## config.mk

```make
export PLATFORM = sky130hd
export DESIGN_NAME = trng_postproc_flat
export DESIGN_NICKNAME = d
export VERILOG_FILES = /design/src/rtl/trng_pkg.sv /design/src/rtl/trng_postproc_if.sv /design/src/rtl/trng_bit_extractor.sv /design/src/rtl/trng_postproc.sv /design/src/flat_wrapper.sv
export SDC_FILE = /design/constraint.sdc
export NUM_CORES = 1
export LEC_CHECK = 0
export BUFFER_PORTS_ARGS = -buffer_cell sky130_fd_sc_hd__buf_2
export CAP_MARGIN = 20
export CORE_MARGIN = 2
export CORE_UTILIZATION = 51
export CTS_BUF_LIST = sky130_fd_sc_hd__clkbuf_8
export DETAILED_ROUTE_END_ITERATION = 12
export GPL_ROUTABILITY_DRIVEN = 0
export PLACE_DENSITY_LB_ADDON = 0.1
export SLEW_MARGIN = 20
export SYNTH_ARGS = -nofsm -noshare
export SYNTH_HDL_FRONTEND = slang
export SYNTH_SLANG_ARGS = --single-unit
export TNS_END_PERCENT = 1
```

## constraint.sdc

```tcl
create_clock -name clk -period 5.38 [get_ports clk]
set_input_delay 0.538 -clock clk [delete_from_list [all_inputs] [get_ports clk]]
set_output_delay 0.538 -clock clk [all_outputs]
set_load 0.01 [all_outputs]
```

## src/rtl/trng_pkg.sv

```systemverilog
// Shared types for the TRNG post-processing block.
// Provides the extraction-mode encoding and a small mode classifier.
package trng_pkg;

  localparam int unsigned MODE_W = 2;

  typedef enum logic [MODE_W-1:0] {
    MODE_RAW  = 2'd0,
    MODE_VN   = 2'd1,
    MODE_XOR2 = 2'd2,
    MODE_RSVD = 2'd3
  } mode_e;

  // True for modes that consume samples in non-overlapping pairs.
  function automatic logic is_pair_mode(mode_e m);
    return (m == MODE_VN) || (m == MODE_XOR2);
  endfunction

endpackage

```

## src/rtl/trng_postproc_if.sv

```systemverilog
// Output word handshake between trng_postproc and its consumer.
//   word_out   : assembled random word
//   word_valid : word_out holds an unconsumed word
//   out_ready  : consumer accepts the word this cycle
interface trng_postproc_if #(
  parameter int unsigned BITWIDTH = 8
);
  logic [BITWIDTH-1:0] word_out;
  logic                word_valid;
  logic                out_ready;

  modport master (output word_out, output word_valid, input out_ready);
  modport slave  (input word_out, input word_valid, output out_ready);
endinterface

```

## src/rtl/trng_bit_extractor.sv

```systemverilog
// Sample divider, pair tracking and debias logic for the TRNG raw bit.
//   clk, rst_n       : clock, async active-low reset
//   ena              : low halts sampling and clears the pair phase
//   raw_bit          : synchronised TRNG bit
//   mode             : extraction mode
//   sample_div       : sample every sample_div+1 clocks
//   bit_valid_c      : an extracted bit is available this cycle
//   bit_data_c       : value of the extracted bit
//   flush_c          : downstream partial word must be discarded this cycle
module trng_bit_extractor
  import trng_pkg::*;
#(
  parameter int unsigned DIV_W = 4
) (
  input  logic             clk,
  input  logic             rst_n,
  input  logic             ena,
  input  logic             raw_bit,
  input  mode_e            mode,
  input  logic [DIV_W-1:0] sample_div,
  output logic             bit_valid_c,
  output logic             bit_data_c,
  output logic             flush_c
);

  logic [DIV_W-1:0] r_div;
  logic             r_phase;
  logic             r_a;
  mode_e            r_mode;

  logic w_strobe;
  logic w_mode_chg;
  logic w_take;

  assign w_strobe   = ena && (r_div == sample_div);
  assign w_mode_chg = (mode != r_mode);
  // A sample landing on a mode-change cycle is dropped.
  assign w_take     = w_strobe && !w_mode_chg;
  assign flush_c    = !ena || w_mode_chg;

  // Per-mode bit extraction from the current sample and the stored first half.
  always_comb begin
    bit_valid_c = 1'b0;
    bit_data_c  = 1'b0;
    if (w_take) begin
      case (mode)
        MODE_VN: begin
          if (r_phase) begin
            bit_valid_c = (r_a != raw_bit);
            bit_data_c  = r_a;
          end
        end
        MODE_XOR2: begin
          if (r_phase) begin
            bit_valid_c = 1'b1;
            bit_data_c  = r_a ^ raw_bit;
          end
        end
        default: begin
          bit_valid_c = 1'b1;
          bit_data_c  = raw_bit;
        end
      endcase
    end
  end

  // Divider, mode copy and pair-phase state.
  always_ff @(posedge clk or negedge rst_n) begin
    if (!rst_n) begin
      r_div   <= '0;
      r_phase <= 1'b0;
      r_a     <= 1'b0;
      r_mode  <= MODE_RAW;
    end else begin
      r_mode <= mode;

      if (!ena || w_strobe) begin
        r_div <= '0;
      end else begin
        r_div <= r_div + DIV_W'(1);
      end

      if (flush_c) begin
        r_phase <= 1'b0;
      end else if (w_take && is_pair_mode(mode)) begin
        r_phase <= !r_phase;
        r_a     <= raw_bit;
      end
    end
  end

endmodule

```

## src/rtl/trng_postproc.sv

```systemverilog
// TRNG post-processing top: bit extraction, word assembly, output
// register with valid/ready handshake, and saturating bit statistics.
//   clk, rst_n  : clock, async active-low reset
//   ena         : design enable
//   raw_bit     : synchronised TRNG bit
//   mode        : 0 RAW, 1 von Neumann, 2 XOR-pair, 3 treated as RAW
//   sample_div  : sample every sample_div+1 clocks
//   stat_clr    : clears statistics and overflow
//   bus         : word_out / word_valid / out_ready handshake
//   overflow    : sticky, a completed word was dropped
//   bit_count   : extracted bits, saturating
//   ones_count  : extracted 1 bits, saturating
module trng_postproc
  import trng_pkg::*;
#(
  parameter int unsigned BITWIDTH = 8,
  parameter int unsigned DIV_W    = 4,
  parameter int unsigned CNT_W    = 16
) (
  input  logic              clk,
  input  logic              rst_n,
  input  logic              ena,
  input  logic              raw_bit,
  input  logic [1:0]        mode,
  input  logic [DIV_W-1:0]  sample_div,
  input  logic              stat_clr,
  trng_postproc_if.master   bus,
  output logic              overflow,
  output logic [CNT_W-1:0]  bit_count,
  output logic [CNT_W-1:0]  ones_count
);

  localparam int unsigned FILL_W = $clog2(BITWIDTH + 1);

  logic [BITWIDTH-1:0] r_shreg;
  logic [FILL_W-1:0]   r_fill;
  logic [BITWIDTH-1:0] r_word;
  logic                r_valid;
  logic                r_ovf;
  logic [CNT_W-1:0]    r_bit_cnt;
  logic [CNT_W-1:0]    r_ones_cnt;

  mode_e               w_mode;
  logic                w_bit_valid;
  logic                w_bit_data;
  logic                w_flush;
  logic                w_xfer;
  logic                w_word_done;
  logic                w_load;
  logic                w_drop;
  logic [BITWIDTH-1:0] w_shreg_nxt;

  assign w_mode = mode_e'(mode);

  trng_bit_extractor #(
    .DIV_W (DIV_W)
  ) u_extractor (
    .clk         (clk),
    .rst_n       (rst_n),
    .ena         (ena),
    .raw_bit     (raw_bit),
    .mode        (w_mode),
    .sample_div  (sample_div),
    .bit_valid_c (w_bit_valid),
    .bit_data_c  (w_bit_data),
    .flush_c     (w_flush)
  );

  // First extracted bit ends up in the MSB.
  assign w_shreg_nxt = {r_shreg[BITWIDTH-2:0], w_bit_data};
  assign w_xfer      = r_valid && bus.out_ready;
  assign w_word_done = w_bit_valid && (r_fill == FILL_W'(BITWIDTH - 1));
  // A finished word may replace one that is leaving on the same edge.
  assign w_load      = w_word_done && (!r_valid || w_xfer);
  assign w_drop      = w_word_done && !w_load;

  // Word assembly and output register.
  always_ff @(posedge clk or negedge rst_n) begin
    if (!rst_n) begin
      r_shreg <= '0;
      r_fill  <= '0;
      r_word  <= '0;
      r_valid <= 1'b0;
    end else begin
      if (w_flush) begin
        r_shreg <= '0;
        r_fill  <= '0;
      end else if (w_word_done) begin
        r_shreg <= '0;
        r_fill  <= '0;
      end else if (w_bit_valid) begin
        r_shreg <= w_shreg_nxt;
        r_fill  <= r_fill + FILL_W'(1);
      end

      if (w_load) begin
        r_word  <= w_shreg_nxt;
        r_valid <= 1'b1;
      end else if (w_xfer) begin
        r_valid <= 1'b0;
      end
    end
  end

  // Saturating statistics and sticky overflow; clear has priority.
  always_ff @(posedge clk or negedge rst_n) begin
    if (!rst_n) begin
      r_ovf      <= 1'b0;
      r_bit_cnt  <= '0;
      r_ones_cnt <= '0;
    end else if (stat_clr) begin
      r_ovf      <= 1'b0;
      r_bit_cnt  <= '0;
      r_ones_cnt <= '0;
    end else begin
      if (w_drop) begin
        r_ovf <= 1'b1;
      end
      if (w_bit_valid && (r_bit_cnt != {CNT_W{1'b1}})) begin
        r_bit_cnt <= r_bit_cnt + CNT_W'(1);
      end
      if (w_bit_valid && w_bit_data && (r_ones_cnt != {CNT_W{1'b1}})) begin
        r_ones_cnt <= r_ones_cnt + CNT_W'(1);
      end
    end
  end

  assign bus.word_out   = r_word;
  assign bus.word_valid = r_valid;
  assign overflow       = r_ovf;
  assign bit_count      = r_bit_cnt;
  assign ones_count     = r_ones_cnt;

endmodule

```

## src/flat_wrapper.sv

```systemverilog
// flat-port wrapper written by rule: the top's interface ports become plain ports
module trng_postproc_flat import trng_pkg::*;
#(
  parameter int unsigned BITWIDTH = 8,
  parameter int unsigned DIV_W    = 4,
  parameter int unsigned CNT_W    = 16
)
  (clk, rst_n, ena, raw_bit, mode, sample_div, stat_clr, overflow, bit_count, ones_count, bus_word_out, bus_word_valid, bus_out_ready);
  trng_postproc_if #(.BITWIDTH(BITWIDTH)) bus_i ();
  input  logic clk;
  input  logic rst_n;
  input  logic ena;
  input  logic raw_bit;
  input  logic [1:0] mode;
  input  logic [DIV_W-1:0] sample_div;
  input  logic stat_clr;
  output logic overflow;
  output logic [CNT_W-1:0] bit_count;
  output logic [CNT_W-1:0] ones_count;
  output wire logic [$bits(bus_i.word_out)-1:0] bus_word_out;
  output wire logic [$bits(bus_i.word_valid)-1:0] bus_word_valid;
  input wire logic [$bits(bus_i.out_ready)-1:0] bus_out_ready;
  assign bus_word_out = bus_i.word_out;
  assign bus_word_valid = bus_i.word_valid;
  assign bus_i.out_ready = bus_out_ready;
  trng_postproc #(.BITWIDTH(BITWIDTH), .DIV_W(DIV_W), .CNT_W(CNT_W)) u_core (.clk(clk), .rst_n(rst_n), .ena(ena), .raw_bit(raw_bit), .mode(mode), .sample_div(sample_div), .stat_clr(stat_clr), .bus(bus_i), .overflow(overflow), .bit_count(bit_count), .ones_count(ones_count));
endmodule
```

==> results of run 1 <==
[worst max-delay path, cell delays in order (launching register included)]
cell and delay (ns):
dfrtp_1 0.38, xnor2_1 0.16, and3_1 0.63, o2111ai_2 0.59, or4_1 0.63, a21oi_1 0.15
[layer usage]
layer,part of all wire (%),vias to the layer above,GRT usage [%],wire length [um]
met1,48,1277,28.3,3250
met4,1.6,0,9.09,110
li1,-,1308,-,-
met5,0,-,0,0
met2,46,60,32.9,3110
met3,4.0,9,3.66,270
[cell families (layout without fill, tap and decap cells)]
group,Yosys count,count (layout),synth area share (%)
simple gates,135,135,24.2
compound gates,72,72,14.1
xor+xnor,12,12,3.25
mux,12,12,5.04
buf+inv,26,78,3.84
fa+ha+maj,6,6,2.32
flops,61,61,47.3
[worst max path at each step]
stage,from,to,slack [ns],cells past startpoint
after global routing,u_core.u_extractor.r_mode[1],u_core.bit_count[5],2.57,5
final,u_core.u_extractor.r_mode[0],u_core.bit_count[5],2.75,5
after global placement,mode[1],u_core.bit_count[5],2.28,6
after floorplan,mode[0],u_core.ones_count[6],3.00,8
after CTS,u_core.u_extractor.r_mode[0],u_core.bit_count[5],2.78,5
after detailed placement,mode[1],u_core.bit_count[5],2.48,6
[per-stage QoR]
stage	total power [mW]	utilization [%]	hold WS, ns	cell area [um2]	setup WS (ns)
detailed placement	0.529	58.3	0.496	3510	2.48
global route	1.05	62.2	0.347	3750	2.57
CTS	1.02	62.2	0.342	3750	2.78
finish	1.01	62.2	0.350	3750	2.75
global placement	0.528	58.2	0.488	3510	2.28
floorplan	0.507	-	0.242	3230	3.00
[cell type report]
type	count	area, um2
multi-input cells	237	1590
clock buffers	9	124
clock inverters	7	114
fillers	517	2280
flip-flops and latches	61	1530
well taps	75	93.8
repair buffers	55	280
inverters	7	26.3
[power by group]
part / switching [mW] / total (mW) / internal [mW]
Sequential: 0.00499 / 0.468 / 0.463
Combinational: 0.0350 / 0.0515 / 0.0165
Clock: 0.184 / 0.490 / 0.306
Total: 0.224 / 1.01 / 0.785
[sequential cells by signal, indices dropped and copies added, names as in the netlist]
register                    flops
u_core.bit_count               16
u_core.u_extractor.r_mode       2
u_core.u_extractor.r_div        4
u_core.r_fill                   4
u_core.ones_count              16
u_core.u_extractor.r_a          1
u_core.r_shreg                  7
u_core.bus.word_valid           1
u_core.bus.word_out             8
u_core.u_extractor.r_phase      1
u_core.overflow                 1
[layout by cell type (no fill, tap or decap), types with 2 or more instances in the layout]
cell	netlist	routed
dfrtp_1	61	61
buf_2	5	53
nand3_1	27	27
a21oi_1	27	27
nand2_1	24	24
o31ai_1	18	18
or4_1	17	17
o21ai_0	16	16
nor2_1	15	15
or3_1	10	10
clkbuf_8	0	9
xnor2_1	8	8
mux2_4	8	8
inv_1	7	7
nand4_1	7	7
and3_1	7	7
and4_1	7	7
nor3_1	6	6
ha_1	6	6
xor2_1	4	4
nor2b_1	3	3
bufinv_16	0	3
clkinv_2	0	3
mux2i_1	2	2
and2_1	2	2
o21ba_2	2	2
mux2_2	2	2
nor4b_1	2	2
o21bai_1	2	2
buf_4	3	2
==> flow_summary.json, run 1 <==
{
  "synth_async_sr_flop_share_pct": 100,
  "cell_types_with_the_highest_counts_after_synthesis": "dfrtp_1, a21oi_1, nand3_1",
  "worstPathArrival_ns": 2.89,
  "rsz0062_at_grt": "false",
  "synth-edff-count": 0,
  "netlist-cell-type-count": 46,
  "grt_pass1_vias": 2554,
  "r2r_start": "u_core.u_extractor.r_mode[0]",
  "synth_top_cell_area_share_pct": 47.3,
  "timing.final.max_slew_violations": 0,
  "clkLatencyLatePin_ns": 0.34,
  "reg2regPathDepth": 5,
  "worst_clock_skew_ns": 0.00626,
  "die-area_um2": 6980,
  "post_cts.resized_instances": 0,
  "post-place-cells": 435,
  "hold_viol": 0,
  "r2r_slack_ns": 2.75,
  "synth_top_cell_by_area": "dfrtp_1",
  "synthMostInstantiatedCell": "dfrtp_1",
  "finalWirelength_mm": 6.75,
  "viasPerCell": 5.88,
  "initial_cell_density_of_the_core_pct": 53.6,
  "ys_seq_elements": 61,
  "detailedRoute.firstIterationViolations": 132,
  "mappedNetlistArea_um2": 3230,
  "floorplan.core_area_um2": 6030,
  "critical_path_required_ns": 5.64,
  "postSynthAreaPerCell_um2": 9.97,
  "primary_ff_master_synth": "dfrtp_1",
  "maxCapViolations": 0,
  "drt-pass1-iter-count": 4,
  "grt_antenna_before_repair": 0,
  "lkg_pwr_nw": 1.70,
  "fmaxAchievable_mhz": 381,
  "critical_path_class": "register to register",
  "timing.hold.worst.class": "input port to async pin",
  "global_route.overflow_total": 0,
  "remaining_drc_errors": 0,
  "crit-reg2reg-capture": "u_core.bit_count[5]",
  "synthCells": 324,
  "clock_sink_count": 61,
  "dr_total_vias": 2654,
  "area.growth.synth_to_final_pct": 16.1,
  "relSlewSlack_pct": 45.3,
  "cts.hold.buffers_added": 0,
  "cp-start-kind": "register",
  "tritoncts.num_buffers": 9,
  "port_buffers": 53,
  "final.period_utilization_pct": 48.8,
  "placementRows": 28,
  "finalWorstPathRequiredPeriod_ns": 2.63,
  "synth.yosys.seq_area_share_pct": 47.3,
  "power_density_nw_per_um2": 269,
  "peak_fanout_along_the_critical_path": 20,
  "finish.cell_count_without_fillers": 451,
  "outcome": "completed",
  "antenna_cells": 0,
  "vdd_drop_max_uv": 153,
  "clock_path_buffers": 2,
  "worst_setup_path_end_kind": "register",
  "synth.yosys.warnings": 0,
  "cts_setup_buffers": 0,
  "die_x_um": 83.6,
  "drt.antenna.violating_nets": 0,
  "finalSetupViolations": 0,
  "clock_tree.htree_level_count": 3,
  "setup_total_negative_slack_ns": 0,
  "worst_slew_pin_slew_ns": 0.821,
  "final_net_count": 389,
  "grt_max_degree": 62,
  "detail_route.wl_per_cell_um": 15.0,
  "boundaryPins": 54,
  "first_pass_grt_wire_length_mm": 12.0,
  "grt_use_total_pct": 20.9,
  "clkSlewWorstSetupHoldPaths_ns": 0.07,
  "ys_top_cells_by_area": "dfrtp_1, a21oi_1, nand3_1",
  "tritoncts": "yes",
  "clock-root-buffer": "clkbuf_8",
  "synthesis.nets": 342,
  "die_y_um": 83.6,
  "final_layout_size_suffix_gt1_share_pct": 24.2,
  "dp_wirelength_mm": 4.46
}
(Power assumes the default switching activity.)
==> run 2, diff against run 1 <==
==> constraint.sdc (replaced) <==
create_clock -name clk -period 2.3 [get_ports clk]
set_input_delay 0.23 -clock clk [delete_from_list [all_inputs] [get_ports clk]]
set_output_delay 0.23 -clock clk [all_outputs]
set_load 0.01 [all_outputs]
==> flow_summary.json, run 2 (same netlist as run 1, synthesis figures left out) <==
{
  "die_x_um": 83.6,
  "setup_total_negative_slack_ns": 0,
  "layout_common_cells": "dfrtp_1, buf_2, nand3_1, a21oi_1, nand2_1",
  "detail_route.wl_per_cell_um": 14.9,
  "initial_cell_density_of_the_core_pct": 53.6,
  "worstPathArrival_ns": 2.40,
  "critical_path_required_ns": 2.53,
  "final.period_utilization_pct": 94.5,
  "grt_pass1_vias": 2570,
  "floorplan.core_area_um2": 6030,
  "final_layout_size_suffix_gt1_share_pct": 27.8,
  "area.growth.synth_to_final_pct": 19.3,
  "die_y_um": 83.6,
  "r2r_slack_ns": 0.13,
  "slowest_stage": "dfrtp_1",
  "grt_max_degree": 29,
  "clkSlewWorstSetupHoldPaths_ns": 0.07,
  "setup.worst_path.end": "u_core.bit_count[7]",
  "clock_sink_count": 61,
  "vdd_drop_max_uv": 468,
  "power_density_nw_per_um2": 560,
  "hold_viol": 0,
  "crit_path_start": "u_core.bit_count[1]",
  "critical_path_class": "register to register",
  "maxCapViolations": 0,
  "remaining_drc_errors": 0,
  "grt_antenna_before_repair": 0,
  "clkLatencyLatePin_ns": 0.35,
  "global_route.overflow_total": 0,
  "tritoncts": "yes",
  "multi_input_area_um2": 1590,
  "peak_fanout_along_the_critical_path": 20,
  "boundaryPins": 54,
  "outcome": "completed",
  "worst_setup_path_end_kind": "register",
  "viasPerCell": 5.88,
  "port_buffers": 53,
  "dr_total_vias": 2762,
  "clock-root-buffer": "clkbuf_8",
  "worst_slew_pin_slew_ns": 0.564,
  "fmaxAchievable_mhz": 460,
  "first_pass_grt_wire_length_mm": 12.2,
  "crit-reg2reg-capture": "u_core.bit_count[7]",
  "grt_use_total_pct": 21.3,
  "most_frequent_standard_cell_in_the_layout_excluding_fill_and_tap_cells": "dfrtp_1",
  "timing.critical_path.cells": "ha_1 -> nand2_1 -> or4_1 -> o2111ai_1 -> buf_4 -> and2b_1 -> mux2_2",
  "finalWirelength_mm": 6.99,
  "placementRows": 28,
  "clock_path_buffers": 2,
  "worst_clock_skew_ns": 0.0118,
  "antenna_cells": 0,
  "clock_tree.htree_level_count": 3,
  "rsz0062_at_grt": "false",
  "layout.filler_cells": 522,
  "drt.antenna.violating_nets": 0,
  "lkg_pwr_nw": 1.76,
  "cts_setup_buffers": 0,
  "register_area_um2": 1530,
  "die-area_um2": 6980,
  "drt-pass1-iter-count": 4,
  "post-route-util_pct": 64.0,
  "final_net_count": 409,
  "finish.cell_count_without_fillers": 470,
  "timing.final.max_slew_violations": 0,
  "reg2regPathDepth": 7,
  "r2r_start": "u_core.bit_count[1]",
  "finalWorstPathRequiredPeriod_ns": 2.17,
  "timing.critical_path.slowest_cell_delay_ns": 0.42,
  "tritoncts.num_buffers": 9,
  "timing.hold.worst.class": "input port to register",
  "design_power_total_mw": 2.16,
  "cp-start-kind": "register",
  "relSlewSlack_pct": 62.1,
  "finalSetupViolations": 0,
  "post-place-cells": 454,
  "detailedRoute.firstIterationViolations": 113,
  "dp_wirelength_mm": 4.96
}
## run 2: final cells by class
cell class | count | share of cell area (%)
clock inverter | 6 | 1.69
sequential | 61 | 39.6
timing repair buffer | 75 | 11.2
inverter | 7 | 0.682
multi-input combinational | 237 | 41.1
clock buffer | 9 | 3.21
tap | 75 | 2.44
## run 2: repair_timing
action	CTS	global route
resized for setup	0	2
hold buffers	1	0
endpoints found under the setup margin	0	7
hold endpoints to repair	20	0
## run 2: worst min path at each step
stage | to | slack, ns | from | cells past startpoint
after global placement | u_core.bit_count[12] | 0.23 | rst_n | 1
after detailed placement | u_core.bit_count[13] | 0.23 | rst_n | 1
final | u_core.u_extractor.r_mode[1] | 0.05 | mode[1] | 1
after global routing | u_core.u_extractor.r_mode[1] | 0.05 | mode[1] | 1
after floorplan | u_core.bit_count[0] | -0.07 | rst_n | 0
after CTS | u_core.u_extractor.r_mode[1] | 0.04 | mode[1] | 1
## run 2: metrics by stage
stage          cell area (um2)  hold slack (ns)  setup slack (ns)
2_1_floorplan             3230          -0.0656             0.229
3_3_place_gp              3650            0.229            0.0701
3_5_place_dp              3650            0.230            0.0305
4_1_cts                   3850           0.0427            0.0996
5_1_grt                   3850           0.0471           0.00222
6_report                  3850           0.0510             0.128
## run 2: layer usage
metal  share of wire, %  wire [um]  global-route usage [%]  vias up
met3                4.0        279                    3.96       11
met4                1.6        114                    7.92        0
met5                  0          0                       0        -
met1                 49       3430                    30.4     1341
met2                 45       3170                    32.4       71
li1                   -          -                       -     1339
## run 2: worst max-delay path: cells and delay by family (launching register included)
family          cells  cell delay [ns]
compound gates      1             0.19
fa+ha+maj           1             0.25
buf+inv             1             0.25
flops               1             0.42
mux                 1             0.26
simple gates        3             0.70
## run 2: power breakdown
part / switching, mW / internal (mW)
Sequential: 0.0121 / 1.08
Clock: 0.434 / 0.491
Combinational: 0.0850 / 0.0504
